==> src/rtl/cfeb_frame_rx.sv <==
// -----------------------------------------------------------------------------
// cfeb_frame_rx
// Receive side of the CFEB SCA readout stream. Splits the incoming 16-bit
// words into frames and checks each frame's length and check word. It also
// decodes the 0xB error-word family: SCA full, LCT FIFO overflow and L1A FIFO
// overflow.
//
// Ports
//   CLK, RST          clock, synchronous active-high reset
//   PUSH              word strobe; DIN, LASTWORD and XCHECK are valid with it
//   DIN[15:0]         stream word
//   LASTWORD          final word of the frame
//   XCHECK            word is the check word (compared, not accumulated)
//   FRAME_DONE        one-cycle pulse in the CLOSE cycle
//   CRC_ERR, LEN_ERR, TMO_ERR   status of the last closed frame (held)
//   SCAFULL, L1P[7:0] SCA-full seen in the current/last frame, its L1A pointer
//   FATAL_LCT/_L1A    sticky FIFO-overflow flags, cleared only by RST
//   ERR_INFO[8:0]     payload of the first fatal word
//   WORD_CNT[9:0]     words accepted in the current or last frame
//   NFRAMES[15:0]     closed-frame counter, wrapping
//   BUSY              frame in progress
//
// Handshake: there is no back-pressure. Every cycle with PUSH=1 consumes
// exactly one word, including the CLOSE cycle, so back-to-back frames lose
// no word.
//
// All state sits in one packed struct. With TMR=1 the struct is held in
// three registers, and a bitwise majority vote selects the working copy.
// The FSM state is the `st` field of that working copy (cur.st).
// -----------------------------------------------------------------------------
module cfeb_frame_rx #(
  parameter bit TMR         = 1'b0,
  parameter int FRAME_WORDS = 97,
  parameter int TIMEOUT     = 255
) (
  input  logic        CLK,
  input  logic        RST,
  input  logic        PUSH,
  input  logic [15:0] DIN,
  input  logic        LASTWORD,
  input  logic        XCHECK,
  output logic        FRAME_DONE,
  output logic        CRC_ERR,
  output logic        LEN_ERR,
  output logic        TMO_ERR,
  output logic        SCAFULL,
  output logic [7:0]  L1P,
  output logic        FATAL_LCT,
  output logic        FATAL_L1A,
  output logic [8:0]  ERR_INFO,
  output logic [9:0]  WORD_CNT,
  output logic [15:0] NFRAMES,
  output logic        BUSY
);

  typedef enum logic [1:0] {
    S_IDLE  = 2'd0,
    S_DATA  = 2'd1,
    S_CLOSE = 2'd2
  } state_t;

  typedef struct packed {
    state_t      st;
    logic [15:0] chk;
    logic [9:0]  word_cnt;
    logic [7:0]  idle_cnt;
    logic        saw_xchk;    // a check word has been seen in this frame
    logic        crc_bad;     // some check word in this frame mismatched
    logic        fatal_frm;   // this frame carried a fatal error word
    logic        crc_err;
    logic        len_err;
    logic        tmo_err;
    logic        scafull;
    logic [7:0]  l1p;
    logic        fatal_lct;
    logic        fatal_l1a;
    logic [8:0]  err_info;
    logic [15:0] nframes;
  } frame_state_t;

  frame_state_t cur;
  frame_state_t nxt;

  // Word decode. A check word is never decoded as an error word.
  logic is_err, is_sca, is_lct, is_l1a;
  assign is_err = PUSH && !XCHECK && (DIN[15:12] == 4'hB);
  assign is_sca = is_err && (DIN[11:9] == 3'b001);
  assign is_lct = is_err && (DIN[11:9] == 3'b100);
  assign is_l1a = is_err && (DIN[11:9] == 3'b010);

  // Per-frame bases. A word pushed outside DATA starts a new frame, so the
  // frame-local fields start from zero instead of their held values.
  logic        start;
  logic [15:0] chk_base;
  logic [9:0]  cnt_base;
  logic        close_now;
  logic        tmo_now;

  always_comb begin
    nxt       = cur;
    start     = PUSH && (cur.st != S_DATA);
    chk_base  = start ? 16'h0000 : cur.chk;
    cnt_base  = start ? 10'd0 : cur.word_cnt;
    close_now = 1'b0;
    tmo_now   = 1'b0;

    // IDLE and CLOSE fall back to IDLE unless a word arrives.
    if (cur.st != S_DATA) nxt.st = S_IDLE;

    if (PUSH) begin
      nxt.word_cnt = (cnt_base == 10'h3FF) ? cnt_base : cnt_base + 10'd1;
      nxt.idle_cnt = 8'd0;
      nxt.saw_xchk = (start ? 1'b0 : cur.saw_xchk) | XCHECK;
      nxt.crc_bad  = (start ? 1'b0 : cur.crc_bad) | (XCHECK && (DIN != chk_base));
      nxt.chk      = XCHECK ? chk_base : ({chk_base[14:0], chk_base[15]} ^ DIN);
      nxt.fatal_frm = (start ? 1'b0 : cur.fatal_frm) | is_lct | is_l1a;
      nxt.scafull  = (start ? 1'b0 : cur.scafull) | is_sca;
      nxt.l1p      = is_sca ? DIN[7:0] : (start ? 8'h00 : cur.l1p);
      if (is_lct) nxt.fatal_lct = 1'b1;
      if (is_l1a) nxt.fatal_l1a = 1'b1;
      // First fatal word wins: the payload is captured only while no fatal
      // flag has been set yet.
      if ((is_lct || is_l1a) && !cur.fatal_lct && !cur.fatal_l1a)
        nxt.err_info = {DIN[8], DIN[7:0]};
      if (LASTWORD) close_now = 1'b1;
      else          nxt.st    = S_DATA;
    end else if (cur.st == S_DATA) begin
      nxt.idle_cnt = cur.idle_cnt + 8'd1;
      if ((cur.idle_cnt + 8'd1) == TIMEOUT[7:0]) begin
        close_now = 1'b1;
        tmo_now   = 1'b1;
      end
    end

    // Status is registered on entry to CLOSE, so it is valid alongside the
    // FRAME_DONE pulse. A fatal frame is not judged on length or check word.
    if (close_now) begin
      nxt.st      = S_CLOSE;
      nxt.tmo_err = tmo_now;
      nxt.crc_err = !nxt.fatal_frm && (nxt.crc_bad || !nxt.saw_xchk);
      nxt.len_err = !nxt.fatal_frm && (nxt.word_cnt != FRAME_WORDS[9:0]);
      nxt.nframes = cur.nframes + 16'd1;
    end
  end

  if (TMR) begin : g_tmr
    frame_state_t rep [3];

    always_ff @(posedge CLK) begin
      for (int i = 0; i < 3; i++) begin
        if (RST) rep[i] <= '0;
        else     rep[i] <= nxt;
      end
    end

    assign cur = frame_state_t'((rep[0] & rep[1]) | (rep[1] & rep[2]) | (rep[0] & rep[2]));
  end else begin : g_single
    frame_state_t rep;

    always_ff @(posedge CLK) begin
      if (RST) rep <= '0;
      else     rep <= nxt;
    end

    assign cur = rep;
  end

  assign FRAME_DONE = (cur.st == S_CLOSE);
  assign BUSY       = (cur.st == S_DATA);
  assign CRC_ERR    = cur.crc_err;
  assign LEN_ERR    = cur.len_err;
  assign TMO_ERR    = cur.tmo_err;
  assign SCAFULL    = cur.scafull;
  assign L1P        = cur.l1p;
  assign FATAL_LCT  = cur.fatal_lct;
  assign FATAL_L1A  = cur.fatal_l1a;
  assign ERR_INFO   = cur.err_info;
  assign WORD_CNT   = cur.word_cnt;
  assign NFRAMES    = cur.nframes;

endmodule

==> config.mk <==
export PLATFORM = sky130hd
export DESIGN_NAME = cfeb_frame_rx
export DESIGN_NICKNAME = d
export VERILOG_FILES = /design/src/rtl/cfeb_frame_rx.sv
export SDC_FILE = /design/constraint.sdc
export NUM_CORES = 1
export LEC_CHECK = 0
export CORE_ASPECT_RATIO = 2
export CORE_MARGIN = 5
export CORE_UTILIZATION = 35
export CTS_CLUSTER_DIAMETER = 60
export DETAILED_ROUTE_END_ITERATION = 8
export PLACE_DENSITY_LB_ADDON = 0.25
export SYNTH_ARGS = -nofsm -noshare
export SYNTH_HDL_FRONTEND = slang
export SYNTH_SLANG_ARGS = --single-unit
==> constraint.sdc <==
create_clock -name CLK -period 3.2 [get_ports CLK]
set_input_delay 0.64 -clock CLK [delete_from_list [all_inputs] [get_ports CLK]]
set_output_delay 0.64 -clock CLK [all_outputs]
set_load 0.02 [all_outputs]
# Word-level counts from Yosys, hierarchy flattened
# Cells that the tools add are included.
[op_classes]
n_addsub = 3
reduce_logical = 25
n_bitwise = 6
eq_ne = 11
muxes = 20
[ops]
columns = ["operator", "n"]
rows = [
  ["16-bit two-way mux", 2],
  ["28-bit two-way mux", 1],
  ["10-bit two-way mux", 2],
  ["16-bit by 1-bit adder with 16-bit output (second input constant)", 1],
  ["8-bit two-way mux", 2],
  ["16-bit inequality test", 1],
  ["16-bit XOR", 1],
  ["1-bit logical AND", 11],
  ["10-bit by 1-bit adder with 10-bit output (second input constant)", 1],
  ["10-bit equality test (second input constant)", 1],
  ["10-bit by 7-bit inequality test with 1-bit output (second input constant)", 1],
  ["1-bit two-way mux", 9],
  ["8-bit by 1-bit adder with 8-bit output (second input constant)", 1],
  ["8-bit equality test (second input constant)", 1],
  ["2-bit AND reduction", 4],
  ["2-bit two-way mux", 3],
  ["1-bit logical NOT", 5],
  ["1-bit OR", 5],
  ["4-bit equality test (second input constant)", 1],
  ["2-bit OR reduction", 2],
  ["3-bit by 1-bit equality test with 1-bit output (second input constant)", 1],
  ["3-bit by 2-bit equality test with 1-bit output (second input constant)", 1],
  ["3-bit equality test (second input constant)", 1],
  ["3-bit two-way mux", 1],
  ["5 further kinds", 6],
]
[totals]
out_inout_bits = 51
inputBits = 21
word_cells = 82
register_bits = 78

# Logic depth before layout (Yosys ltp)
# Gate-level depths: netlist (run 1).
[logic_depth]
depth_word = 10
depth_mapped = 13
ltp_nobuf = 11

# Worst setup path before layout (run 1)
# Ideal clock, no wire load.
[synth_path]
path_kind = "input to register"
from = "input port PUSH"
to = "register g_single.rep, in the netlist LEN_ERR"
cell_stages = 12
n_path_buf = 3
setup_time_ns = 0.126
arrival_time_ns = 2.961
setup_slack_ns = 0.113
required_ns = 3.074
path_cell_list = "buf_4 > nand2_1 > clkbuf_1 > clkbuf_1 > and2_1 > ha_1 > nand3_1 > or3_4 > o21ai_2 > mux2i_1 > nor4b_2 > o211ai_1"
[synth_via]
elab_chain_len = 8
elab_cells_between_ends = 18
classes_between = "add/sub (1); eq/ne (2); mux (6); bitwise (2); reduce/logical (7)"
[synth_rtl]
columns = ["item", "line_no", "source"]
rows = [
  ["start: declaration", "38", "input logic PUSH,"],
  ["parallel branches: the longest is 8 deep, another holds 10-bit by 1-bit adder with 10-bit output", "n/a", ""],
  ["end signal: assignment", "162", "else rep <= nxt;"],
  ["end: declaration", "158", "frame_state_t rep;"],
]
# Several ways; the timed one is not identified.
# A chain may end at the register's enable or synchronous reset.

# Final worst setup path (run 1)
# Ends and elaborated chain as after synthesis.

==> results of run 1 <==
## metal layers
| metal | GRT usage [%] | up-vias | routed length [um] |
|---|---|---|---|
| met1 | 15.3 | 1867 | 4480 |
| li1 | - | 1913 | - |
| met2 | 30.0 | 107 | 6750 |
| met4 | 8.68 | 0 | 459 |
| met3 | 3.15 | 19 | 387 |
| met5 | 0 | - | 0 |
## cells in the final DEF, fill, tap and decap left out, types with 2 or more instances in the layout
master / netlist / final
dfxtp_1: 78 / 78
nor2_1: 76 / 76
clkdlybuf4s50_1: 0 / 70
nand2_1: 46 / 46
xnor2_1: 41 / 41
a21oi_1: 30 / 30
nand3_1: 26 / 26
a22oi_1: 16 / 16
a31oi_1: 15 / 15
buf_4: 47 / 13
o21ai_0: 11 / 11
mux2i_1: 11 / 11
inv_1: 10 / 10
nand4_1: 10 / 10
and3_1: 9 / 9
clkbuf_16: 0 / 9
nor4bb_1: 8 / 8
a211oi_1: 7 / 7
o32ai_1: 7 / 7
nor3_1: 6 / 6
xor2_1: 6 / 6
nor2b_1: 5 / 5
nor4_1: 4 / 4
a21oi_2: 4 / 4
ha_1: 4 / 4
nand2b_1: 3 / 3
and4_1: 3 / 3
o211ai_1: 3 / 3
bufinv_16: 0 / 3
nand3_2: 2 / 2
nand4b_1: 2 / 2
a211oi_2: 2 / 2
## per-stage QoR
step | hold slack [ns] | utilization, %
floorplan | 0.448 | -
global placement | 0.449 | 39.8
detailed placement | 0.446 | 39.8
CTS | 0.455 | 42.5
global route | 0.496 | 42.5
finish | 0.454 | 42.5
## cell usage after synthesis (2+ instances only)
cell type	n	area, um2
a21oi_2	4	35.0
nor2b_1	5	31.3
nor2_1	76	285
nand4b_1	2	17.5
and3_1	9	56.3
a22oi_1	16	120
a21oi_1	30	150
nand2b_1	3	18.8
clkbuf_1	18	67.6
dfxtp_1	78	1560
nand3_2	2	20.0
a211oi_1	7	52.6
and4_1	3	26.3
nand2_1	46	173
mux2i_1	11	110
buf_4	47	353
o21ai_0	11	55.1
buf_1	2	7.51
o32ai_1	7	61.3
nand3_1	26	130
xor2_1	6	52.6
a211oi_2	2	25.0
xnor2_1	41	359
nor4bb_1	8	80.1
nor3_1	6	30.0
nand4_1	10	62.6
nor4_1	4	25.0
a31oi_1	15	93.8
o211ai_1	3	22.5
inv_1	10	37.5
buf_2	7	35.0
ha_1	4	50.1
## logic make-up after synthesis
logic type	Yosys count	synth area share [%]
xor+xnor	47	9.23
simple gates	211	23.8
mux	11	2.47
buf+inv	87	11.7
fa+ha+maj	4	1.12
compound gates	108	16.7
flops	78	35.0
## report_power, final
part           switching, uW  internal, uW
Clock                    405           785
Combinational            138          97.5
Sequential              22.0           989
Total                    565          1870
## state kept, by name, indices dropped and copies added, names as in the netlist
| register | count |
|---|---|
| CRC_ERR | 1 |
| ERR_INFO | 9 |
| FATAL_L1A | 1 |
| FATAL_LCT | 1 |
| L1P | 8 |
| LEN_ERR | 1 |
| NFRAMES | 16 |
| SCAFULL | 1 |
| TMO_ERR | 1 |
| WORD_CNT | 10 |
| cur | 29 |
## worst reg2reg max path, cell delays in order (launching register included)
cell and delay (ns):
dfxtp_1 0.53, inv_1 0.16, nor2_1 0.13, ha_1 0.28, nand3_1 0.13, or3_4 0.39, o21ai_2 0.16, mux2i_1 0.25
nor4b_2 0.28, o211ai_1 0.11
## area by class of cell
class                   count  area (um2)
fillers                  1276        7210
multi-input cells         381        2380
inverters                  11        41.3
clock inverters             5         106
clock buffers              11         243
well taps                 150         188
flip-flops and latches     78        1560
repair buffers             85         823
## worst max-delay path by stage
stage          start                    to  depth (start not counted)
5_1_grt         PUSH  LEN_ERR$_SDFFE_PP0P_                         11
4_1_cts         PUSH  LEN_ERR$_SDFFE_PP0P_                         11
3_3_place_gp    PUSH  LEN_ERR$_SDFFE_PP0P_                         11
2_1_floorplan   PUSH  LEN_ERR$_SDFFE_PP0P_                         12
6_report        PUSH  LEN_ERR$_SDFFE_PP0P_                         11
3_5_place_dp    PUSH  LEN_ERR$_SDFFE_PP0P_                         11
==> qor.csv, run 1 <==
stage;metric;value;unit
outcome;status;completed;
clock_network;ctsHoldBuffers;0;
timing;skew;0.00494;ns
die;rows;58;
clock_network;htree_levels;3;
die;die_area;15200;um2
clock_network;cts_root_buf;clkbuf_16;
die;coreArea;12600;um2
synth;netlist_area;4460;um2
synth;yosys_register_bits;78;
placed_design;placed_area;4990;um2
global_route;grt_max_degree;39;
global_route;grt_pass1_wl;19400;um
power;finalPower;2440;uW
drt;wl;12100;um
clock_network;clockBufferDepth;2;
critical_path;startpoint_type;input port;
placed_design;dpl.cell_count;705;
global_route;grt_pass1_vias;3862;
global_route;grt.total_usage;15.7;%
global_route;grt_overflow;0;
worst_hold_path;min_to;SCAFULL$_SDFFE_PP0P_;
timing;tightestPinTransition;1.18;ns
critical_path;crit_path_end_kind;flip-flop;
placed_design;preCtsSetupSlack;0.180;ns
drt;drtAntennaViolNets;0;
worst_hold_path;hp-start;SCAFULL$_SDFFE_PP0P_;
job;max-cap-violations;0;
critical_path;path_cells;clkdlybuf4s50_1 -> inv_1 -> nor2_1 -> nor2_1 -> ha_1 -> nand3_1 -> or3_4 -> o21ai_2 -> mux2i_1 -> nor4b_2 -> o211ai_1;
clock_network;cts_setup_buffers;0;
synth;synth_edf_count;0;
drt;drtPass1Iterations;5;
layout;layoutNonFillerInstCount;721;
synth;synth_flop_cell;dfxtp_1;
critical_path;critPathMaxFanout;6;
critical_path;path_buf_inv;2;
placed_design;port_buffers;71;
timing;slew_headroom;20.8;%
layout;drive_gt1_share;8.41;%
timing;worst_slack;0.509;ns
die;initial_core_util;35.5;%
critical_path;crit_type;input port to flip-flop;
synth;syn_nets;571;
timing;setup_tns;0;ns
synth;synth.distinct_cells;59;
placed_design;place_congestion;0.862;
critical_path;slowest_delay;0.44;ns
power;p_leak;0.00175;uW
critical_path;reg2reg_slack;0.67;ns
power;power_density;456;nW/um2
layout;area_growth;19.8;%
timing;finalSetupViolCount;0;
timing;rsz0062_at_grt;false;
clock_network;tritoncts;done;
timing;min_period;2.69;ns
clock_network;clock_latency;0.33;ns
synth;synthCells;546;
drt;vias_per_cell;5.42;
timing;fmax;0.372;GHz
clock_network;numCtsBuffers;9;
placed_design;dpl.hpwl;9010;um
critical_path;arrival;2.90;ns
clock_network;postCtsResizedCells;0;
synth;ys_seq_area_share;35.0;%
timing;finalHoldViolations;0;
global_route;antenna_found_initial;0;
critical_path;path_delay_family;simple AND/OR/NAND/NOR gates;
clock_network;cts_sinks;78;
timing;finalCritPeriodShare;84.1;%
worst_hold_path;hold_path_class;flip-flop to flip-flop;
die;die_h;170;um
synth;avgSynthCellArea;8.17;um2
critical_path;required;3.41;ns
synth;yosysWarnings;0;
layout;antennaDiodeCount;0;
drt;drt_iter0_markers;221;
critical_path;cp_slowest_cell;clkdlybuf4s50_1;
die;io_pins;72;
power;peakVddDrop;0.272;mV
layout;nets;591;
clock_network;cts.reportedPaths.clkPinSlew;0.06;ns
drt;wl_per_cell;16.7;um
critical_path;cp_common_cell;nor2_1;
die;die_x;89.8;um
timing;final_max_slew_viol_count;0;
worst_hold_path;whs_path_depth;2;
drt;vias;3906;
drt;drc;0;
critical_path;reg2reg_to;LEN_ERR$_SDFFE_PP0P_;
critical_path;rr_worst_depth;9;
layout;final_cell_area;5340;um2
synth;async_flop_share;0;%
critical_path;r2r_start;WORD_CNT[0]$_SDFF_PP0_;
(Power assumes the default switching activity.)
==> run 2: changes to the inputs <==
==> constraint.sdc (replaced) <==
create_clock -name CLK -period 2.6 [get_ports CLK]
set_input_delay 0.52 -clock CLK [delete_from_list [all_inputs] [get_ports CLK]]
set_output_delay 0.52 -clock CLK [all_outputs]
set_load 0.02 [all_outputs]
==> run 2 against run 1 <==
Critical path depth did not move. First-iteration DRC count rose by 19%. Utilization rose by 1.8 points. Clock power rose by 5%. Critical path type is now flip-flop to flip-flop. Power rose by 16%. Final area rose by 4.3%. Sequential power rose by 23%. Setup slack got worse by 0.35 ns. Combinational power rose by 38%. Flip-flop and latch count did not move. Register-to-register slack got worse by 0.51 ns.
==> qor.csv, run 2 (same netlist as run 1, synthesis figures left out) <==
stage;metric;value;unit;change
critical_path;crit_end;LEN_ERR$_SDFFE_PP0P_;;
timing;worst_slack;0.159;ns;-0.350 ns
placed_design;placed_area;5240;um2;+4.9%
clock_network;cts.reportedPaths.clkPinSlew;0.06;ns;about the same
die;io_pins;72;;unchanged
outcome;status;completed;;
critical_path;arrival;2.65;ns;-0.25 ns
layout;final_common_cell;dfxtp_1;;
timing;slew_headroom;16.1;%;-4.7 points
power;power_density;506;nW/um2;+11%
global_route;grt_pass1_vias;4086;;+5.8%
layout;final_cell_area;5570;um2;+4.3%
critical_path;startpoint;cur[77]$_SDFF_PP0_;;
layout;area_growth;24.9;%;
clock_network;cts_root_buf;clkbuf_16;;
drt;drtPass1Iterations;4;;-1
clock_network;clockBufferDepth;2;;unchanged
placed_design;preCtsSetupSlack;-0.382;ns;-0.562 ns
critical_path;critPathMaxFanout;4;;-2
global_route;antenna_found_initial;0;;unchanged
layout;largest_register_ffs;29;;unchanged
drt;drtAntennaViolNets;0;;unchanged
timing;finalSetupViolCount;0;;unchanged
layout;antennaDiodeCount;0;;unchanged
timing;final_max_slew_viol_count;0;;unchanged
clock_network;htree_levels;3;;unchanged
die;coreArea;12600;um2;unchanged
clock_network;tritoncts;done;;
layout;final_cell_mix;dfxtp_1 (78), nor2_1 (75), clkdlybuf4s50_1 (69);;
critical_path;reg2reg_to;LEN_ERR$_SDFFE_PP0P_;;
critical_path;startpoint_type;flip-flop;;
critical_path;r2r_start;cur[77]$_SDFF_PP0_;;
clock_network;numCtsBuffers;9;;unchanged
global_route;grt_overflow;0;;unchanged
timing;finalCritPeriodShare;93.9;%;
job;max-cap-violations;0;;unchanged
timing;rsz0062_at_grt;false;;
critical_path;crit_path_end_kind;flip-flop;;
critical_path;rr_worst_depth;11;;+2
placed_design;port_buffers;71;;unchanged
timing;whs;0.464;ns;+0.0103 ns
clock_network;clock_latency;0.34;ns;about the same
timing;skew;0.00904;ns;+0.00409 ns
global_route;grt_max_degree;39;;unchanged
die;die_x;89.8;um;unchanged
die;initial_core_util;35.5;%;unchanged
critical_path;crit_type;flip-flop to flip-flop;;
layout;drive_gt1_share;14.3;%;+5.9 points
drt;vias_per_cell;5.40;;-0.32%
worst_hold_path;hold_path_class;flip-flop to flip-flop;;
global_route;grt_pass1_wl;20500;um;+5.6%
drt;wl_per_cell;16.9;um;+0.64%
drt;vias;4061;;+4.0%
global_route;grt.total_usage;16.6;%;+0.96 points
timing;finalHoldViolations;0;;unchanged
timing;fmax;0.410;GHz;
die;die_area;15200;um2;unchanged
drt;drt_iter0_markers;264;;+19%
critical_path;reg2reg_slack;0.16;ns;-0.51 ns
placed_design;dpl.hpwl;9520;um;+5.6%
timing;tightestPinTransition;1.25;ns;+0.0706 ns
die;rows;58;;unchanged
power;peakVddDrop;0.372;mV;+37%
timing;min_period;2.44;ns;
drt;drc;0;;unchanged
power;p_leak;0.00189;uW;+8.1%
layout;nets;622;;+5.2%
worst_hold_path;whs_path_depth;2;;unchanged
clock_network;cts_sinks;78;;unchanged
drt;wl;12700;um;+5.0%
critical_path;required;2.81;ns;-0.60 ns
placed_design;place_congestion;0.887;;+2.9%
die;die_h;170;um;unchanged
==> run 2: worst min-delay path by stage <==
stage                           endpoint                  from
global placement    SCAFULL$_SDFFE_PP0P_  SCAFULL$_SDFFE_PP0P_
detailed placement  SCAFULL$_SDFFE_PP0P_  SCAFULL$_SDFFE_PP0P_
global route        SCAFULL$_SDFFE_PP0P_  SCAFULL$_SDFFE_PP0P_
finish              SCAFULL$_SDFFE_PP0P_  SCAFULL$_SDFFE_PP0P_
CTS                 SCAFULL$_SDFFE_PP0P_  SCAFULL$_SDFFE_PP0P_
floorplan            L1P[0]$_SDFFE_PP0P_   L1P[0]$_SDFFE_PP0P_
==> run 2: power breakdown <==
group / internal [uW] / total (uW) / switching [uW]
Sequential: 1220 / 1240 / 26.8
Clock: 742 / 1250 / 509
Combinational: 145 / 326 / 181
Total: 2100 / 2820 / 716
==> run 2: critical path: stages (launching register included) <==
cell,delay (ns)
dfxtp_1,0.30
nand2b_2,0.25
clkinv_1,0.09
nor2_1,0.06
nor2_2,0.15
ha_4,0.17
nand3_2,0.08
or3_4,0.42
o21ai_4,0.18
mux2i_2,0.25
nor4b_4,0.25
o211ai_1,0.12
==> run 2: area by class of cell <==
cell class | instances | area (um2)
clock buffer | 10 | 229
clock inverter | 6 | 62.6
fill | 1264 | 6980
inverter | 11 | 41.3
multi-input combinational | 381 | 2430
sequential | 78 | 1560
tap | 150 | 188
timing repair buffer | 116 | 1060
==> run 2: metrics by stage <==
| stage | instances | setup TNS [ns] | total power, uW | utilization, % |
|---|---|---|---|---|
| floorplan | 546 | 0 | 1450 | - |
| global placement | 734 | -1.94 | 1580 | 41.7 |
| detailed placement | 734 | -2.85 | 1590 | 41.7 |
| CTS | 751 | 0 | 2860 | 44.2 |
| global route | 752 | 0 | 2940 | 44.4 |
| finish | 752 | 0 | 2820 | 44.4 |
==> run 2: per-layer routing <==
layer / track usage [%] / up-vias / share of wire [%]
li1: - / 1974 / -
met1: 15.8 / 1945 / 36
met2: 32.0 / 110 / 56
met3: 3.68 / 32 / 4.1
met4: 9.28 / 0 / 3.9
met5: 0 / - / 0
==> run 2: repair_timing <==
action / 4_1_cts / 5_1_grt
gates resized for setup: 2 / 5
pin swaps: 1 / 1
hold buffers: 0 / 0
buffers inserted: 1 / 1
endpoints found under the setup margin: 1 / 1
gates cloned: 0 / 0
==> run 3: changes to the inputs <==
--- a/config.mk
+++ b/config.mk
@@ -5,12 +5,14 @@
 export SDC_FILE = /design/constraint.sdc
 export NUM_CORES = 1
 export LEC_CHECK = 0
+export ABC_AREA = 1
 export CORE_ASPECT_RATIO = 2
 export CORE_MARGIN = 5
 export CORE_UTILIZATION = 35
 export CTS_CLUSTER_DIAMETER = 60
 export DETAILED_ROUTE_END_ITERATION = 8
 export PLACE_DENSITY_LB_ADDON = 0.25
+export SETUP_SLACK_MARGIN = 0.4
 export SYNTH_ARGS = -nofsm -noshare
 export SYNTH_HDL_FRONTEND = slang
 export SYNTH_SLANG_ARGS = --single-unit
==> run 3 against run 2 <==
Synthesized cell count grew 18%. Clock skew shrank 0.0023 ns. Sequential power is essentially flat. Worst hold slack lost 0.013 ns. Non-clock buffer count shrank 13. First-iteration DRC count shrank 46%. Sequential share of layout area grew 0.32 points. Via count grew 1.9%. Setup slack gained 0.37 ns. Register-to-register slack gained 0.37 ns. Die area is essentially flat. Largest power group is now registers.
==> qor.csv, run 3 <==
stage;metric;value;unit;change
timing;rsz0062_at_grt;false;;
critical_path;critPathMaxFanout;9;;+5
power;p_comb_share;11.9;%;+0.4 points
global_route;grt_max_degree;33;;-15%
drt;vias;4137;;+1.9%
critical_path;path_buf_inv;3;;+2
layout;final_cell_area;5510;um2;-1.0%
critical_path;crit_type;flip-flop to flip-flop;;
synth;synthCells;646;;+18%
drt;vias_per_cell;4.85;;-10%
critical_path;path_delay_family;simple AND/OR/NAND/NOR gates;;
layout;nets;724;;+16%
power;p_leak;0.00224;uW;+18%
critical_path;required;2.82;ns;about the same
clock_network;cts_sinks;78;;unchanged
power;p_sw;674;uW;-5.9%
power;p_sw_share;24.0;%;-1.4 points
timing;tightestPinTransition;0.602;ns;-0.652 ns
synth;async_flop_share;0;%;unchanged
critical_path;arrival;2.30;ns;-0.35 ns
critical_path;path_cells;inv_2 -> nand2_4 -> nand2_4 -> nand2_1 -> inv_2 -> ha_4 -> nand4_1 -> nand2_1 -> inv_1 -> nor2_1 -> nand2_1 -> a21oi_1 -> nand3_1 -> nor2_2 -> nand2_1 -> nand2_1 -> nand2_1;;
die;die_h;170;um;about the same
synth;synthTopCellsByCount;nand2_1 (148), dfxtp_1 (78), inv_1 (77);;
synth;syn_nets;671;;+18%
worst_hold_path;hold_path_class;flip-flop to flip-flop;;
die;rows;58;;unchanged
die;coreArea;12600;um2;unchanged
global_route;grt_overflow;0;;unchanged
timing;final_max_slew_viol_count;0;;unchanged
global_route;grt.total_usage;15.5;%;-1.1 points
critical_path;cp_common_cell;nand2_1;;
clock_network;cts_root_buf;clkbuf_16;;
synth;synth_edf_count;0;;unchanged
timing;setup_tns;0;ns;unchanged
layout;final_cell_mix;nand2_1 (148), dfxtp_1 (77), inv_1 (76);;
layout;regArea;1560;um2;about the same
global_route;antenna_found_initial;0;;unchanged
placed_design;port_buffers;71;;unchanged
critical_path;slowest_delay;0.31;ns;-0.11 ns
drt;drc;0;;unchanged
global_route;grt_pass1_wl;19500;um;-4.9%
synth;avgSynthCellArea;6.90;um2;-16%
clock_network;ctsHoldBuffers;0;;unchanged
critical_path;cp_slowest_cell;dfxtp_1;;
power;p_int;2130;uW;+1.2%
die;die_x;89.8;um;about the same
power;peakVddDrop;0.390;mV;+4.8%
synth;ys_seq_area_share;35.0;%;about the same
drt;wl_per_cell;13.7;um;-19%
timing;finalSetupViolCount;0;;unchanged
layout;final_common_cell;nand2_1;;
placed_design;placed_area;5170;um2;-1.3%
timing;finalCritPeriodShare;79.7;%;-14 points
clock_network;clock_latency;0.33;ns;about the same
clock_network;tritoncts;done;;
timing;worst_slack;0.528;ns;+0.369 ns
placed_design;place_congestion;0.839;;-5.4%
synth;synth_flop_cell;dfxtp_1;;
global_route;grt_pass1_vias;4190;;+2.5%
drt;wl;11700;um;-8.0%
synth;synth.distinct_cells;38;;-36%
placed_design;preCtsSetupSlack;-0.158;ns;+0.224 ns
critical_path;startpoint_type;flip-flop;;
drt;drt_iter0_markers;143;;-46%
timing;skew;0.00670;ns;-0.00234 ns
outcome;status;completed;;
clock_network;clockBufferDepth;2;;unchanged
placed_design;dpl.hpwl;9050;um;-5.0%
clock_network;numCtsBuffers;9;;unchanged
die;io_pins;72;;unchanged
layout;largest_register_ffs;29;;unchanged
timing;fmax;0.483;GHz;+18%
synth;yosys.area.top_type;dfxtp_1;;
timing;slew_headroom;59.8;%;+44 points
synth;synth_top_area_share;35.0;%;about the same
layout;area_growth;23.7;%;
layout;drive_gt1_share;10.8;%;-3.5 points
die;die_area;15200;um2;about the same
layout;antennaDiodeCount;0;;unchanged
timing;finalHoldViolations;0;;unchanged
timing;min_period;2.07;ns;-0.369 ns
job;max-cap-violations;0;;unchanged
power;finalPower;2810;uW;-0.56%
power;pwr-share-seq;44.6;%;+0.5 points
synth;yosys_register_bits;78;;unchanged
layout;nFillCells;1316;;+4.1%
synth;yosysWarnings;0;;unchanged
power;clkPwrFrac;43.5;%;-0.8 points
clock_network;htree_levels;3;;unchanged
drt;drtPass1Iterations;4;;unchanged
synth;yosysMostFrequentCell;nand2_1;;
drt;drtAntennaViolNets;0;;unchanged
die;initial_core_util;35.5;%;about the same
critical_path;crit_path_end_kind;flip-flop;;
timing;whs;0.451;ns;-0.0130 ns
synth;yosys-top-cells-area;dfxtp_1 (35%), nand2_1 (12%), buf_4 (7.6%), a21oi_1 (7.3%), inv_1 (6.5%);;
layout;multi_input_area;2200;um2;-9.7%
clock_network;cts.reportedPaths.clkPinSlew;0.06;ns;about the same
power;power_density;509;nW/um2;+0.48%
synth;netlist_area;4460;um2;about the same
## run 3: changes by cell type after synthesis, moves of 16 or more
cell and delta:
nand2_1 +102, inv_1 +67, a21oi_1 +35, nor2_1 -28, xnor2_1 -28, o21ai_0 +20, a22oi_1 -16
## run 3: final timing paths
check,from,to,slack [ns],cells past startpoint
setup / recovery,cur[77]$_SDFF_PP0_,LEN_ERR$_SDFFE_PP0P_,0.53,17
hold / removal,ERR_INFO[8]$_SDFFE_PP0P_,ERR_INFO[8]$_SDFFE_PP0P_,0.45,2
setup reg to reg,cur[77]$_SDFF_PP0_,LEN_ERR$_SDFFE_PP0P_,0.53,17
hold reg to reg,ERR_INFO[8]$_SDFFE_PP0P_,ERR_INFO[8]$_SDFFE_PP0P_,0.45,2
## run 3: kinds of logic after synthesis
group           synth area share [%]
compound gates                  14.0
xor+xnor                        6.48
fa+ha+maj                       1.12
buf+inv                         16.4
flops                           35.0
simple gates                    27.0
## run 3: stage by stage
stage               utilization [%]  std cells
floorplan                         -        646
global placement               41.2        834
detailed placement             41.2        834
CTS                            43.7        852
global route                   43.9        853
finish                         43.9        853
## run 3: repair_timing
action / 4_1_cts / 5_1_grt
pin swaps: 3 / 3
resized for setup: 4 / 7
hold endpoints to repair: 0 / 0
setup buffers: 3 / 1
endpoints found under the setup margin: 1 / 3
## run 3: final cells by class
class,count,share of cell area (%)
well taps,150,3.40
flip-flops and latches,78,28.3
repair buffers,103,17.5
inverters,85,5.79
multi-input cells,422,39.8
clock inverters,1,0.545
clock buffers,14,4.61
## run 3: metal layers
layer | global-route usage, % | vias to the layer above | wire length (um)
met3 | 3.55 | 27 | 480
li1 | - | 2125 | -
met5 | 0 | - | 0
met1 | 15.9 | 1889 | 4460
met2 | 29.2 | 96 | 6360
met4 | 7.11 | 0 | 368
## run 3: power groups by stage
stage / clock network, uW / registers [uW] / logic, uW
floorplan: 0 / 1270 / 202
global placement: 0 / 1280 / 329
detailed placement: 0 / 1280 / 332
CTS: 1250 / 1250 / 336
global route: 1310 / 1250 / 374
finish: 1220 / 1250 / 334
## run 3: worst min-delay path, cell delays in order, from the launching register on
cell	delay (ns)
dfxtp_1	0.31
inv_1	0.05
a21oi_1	0.05
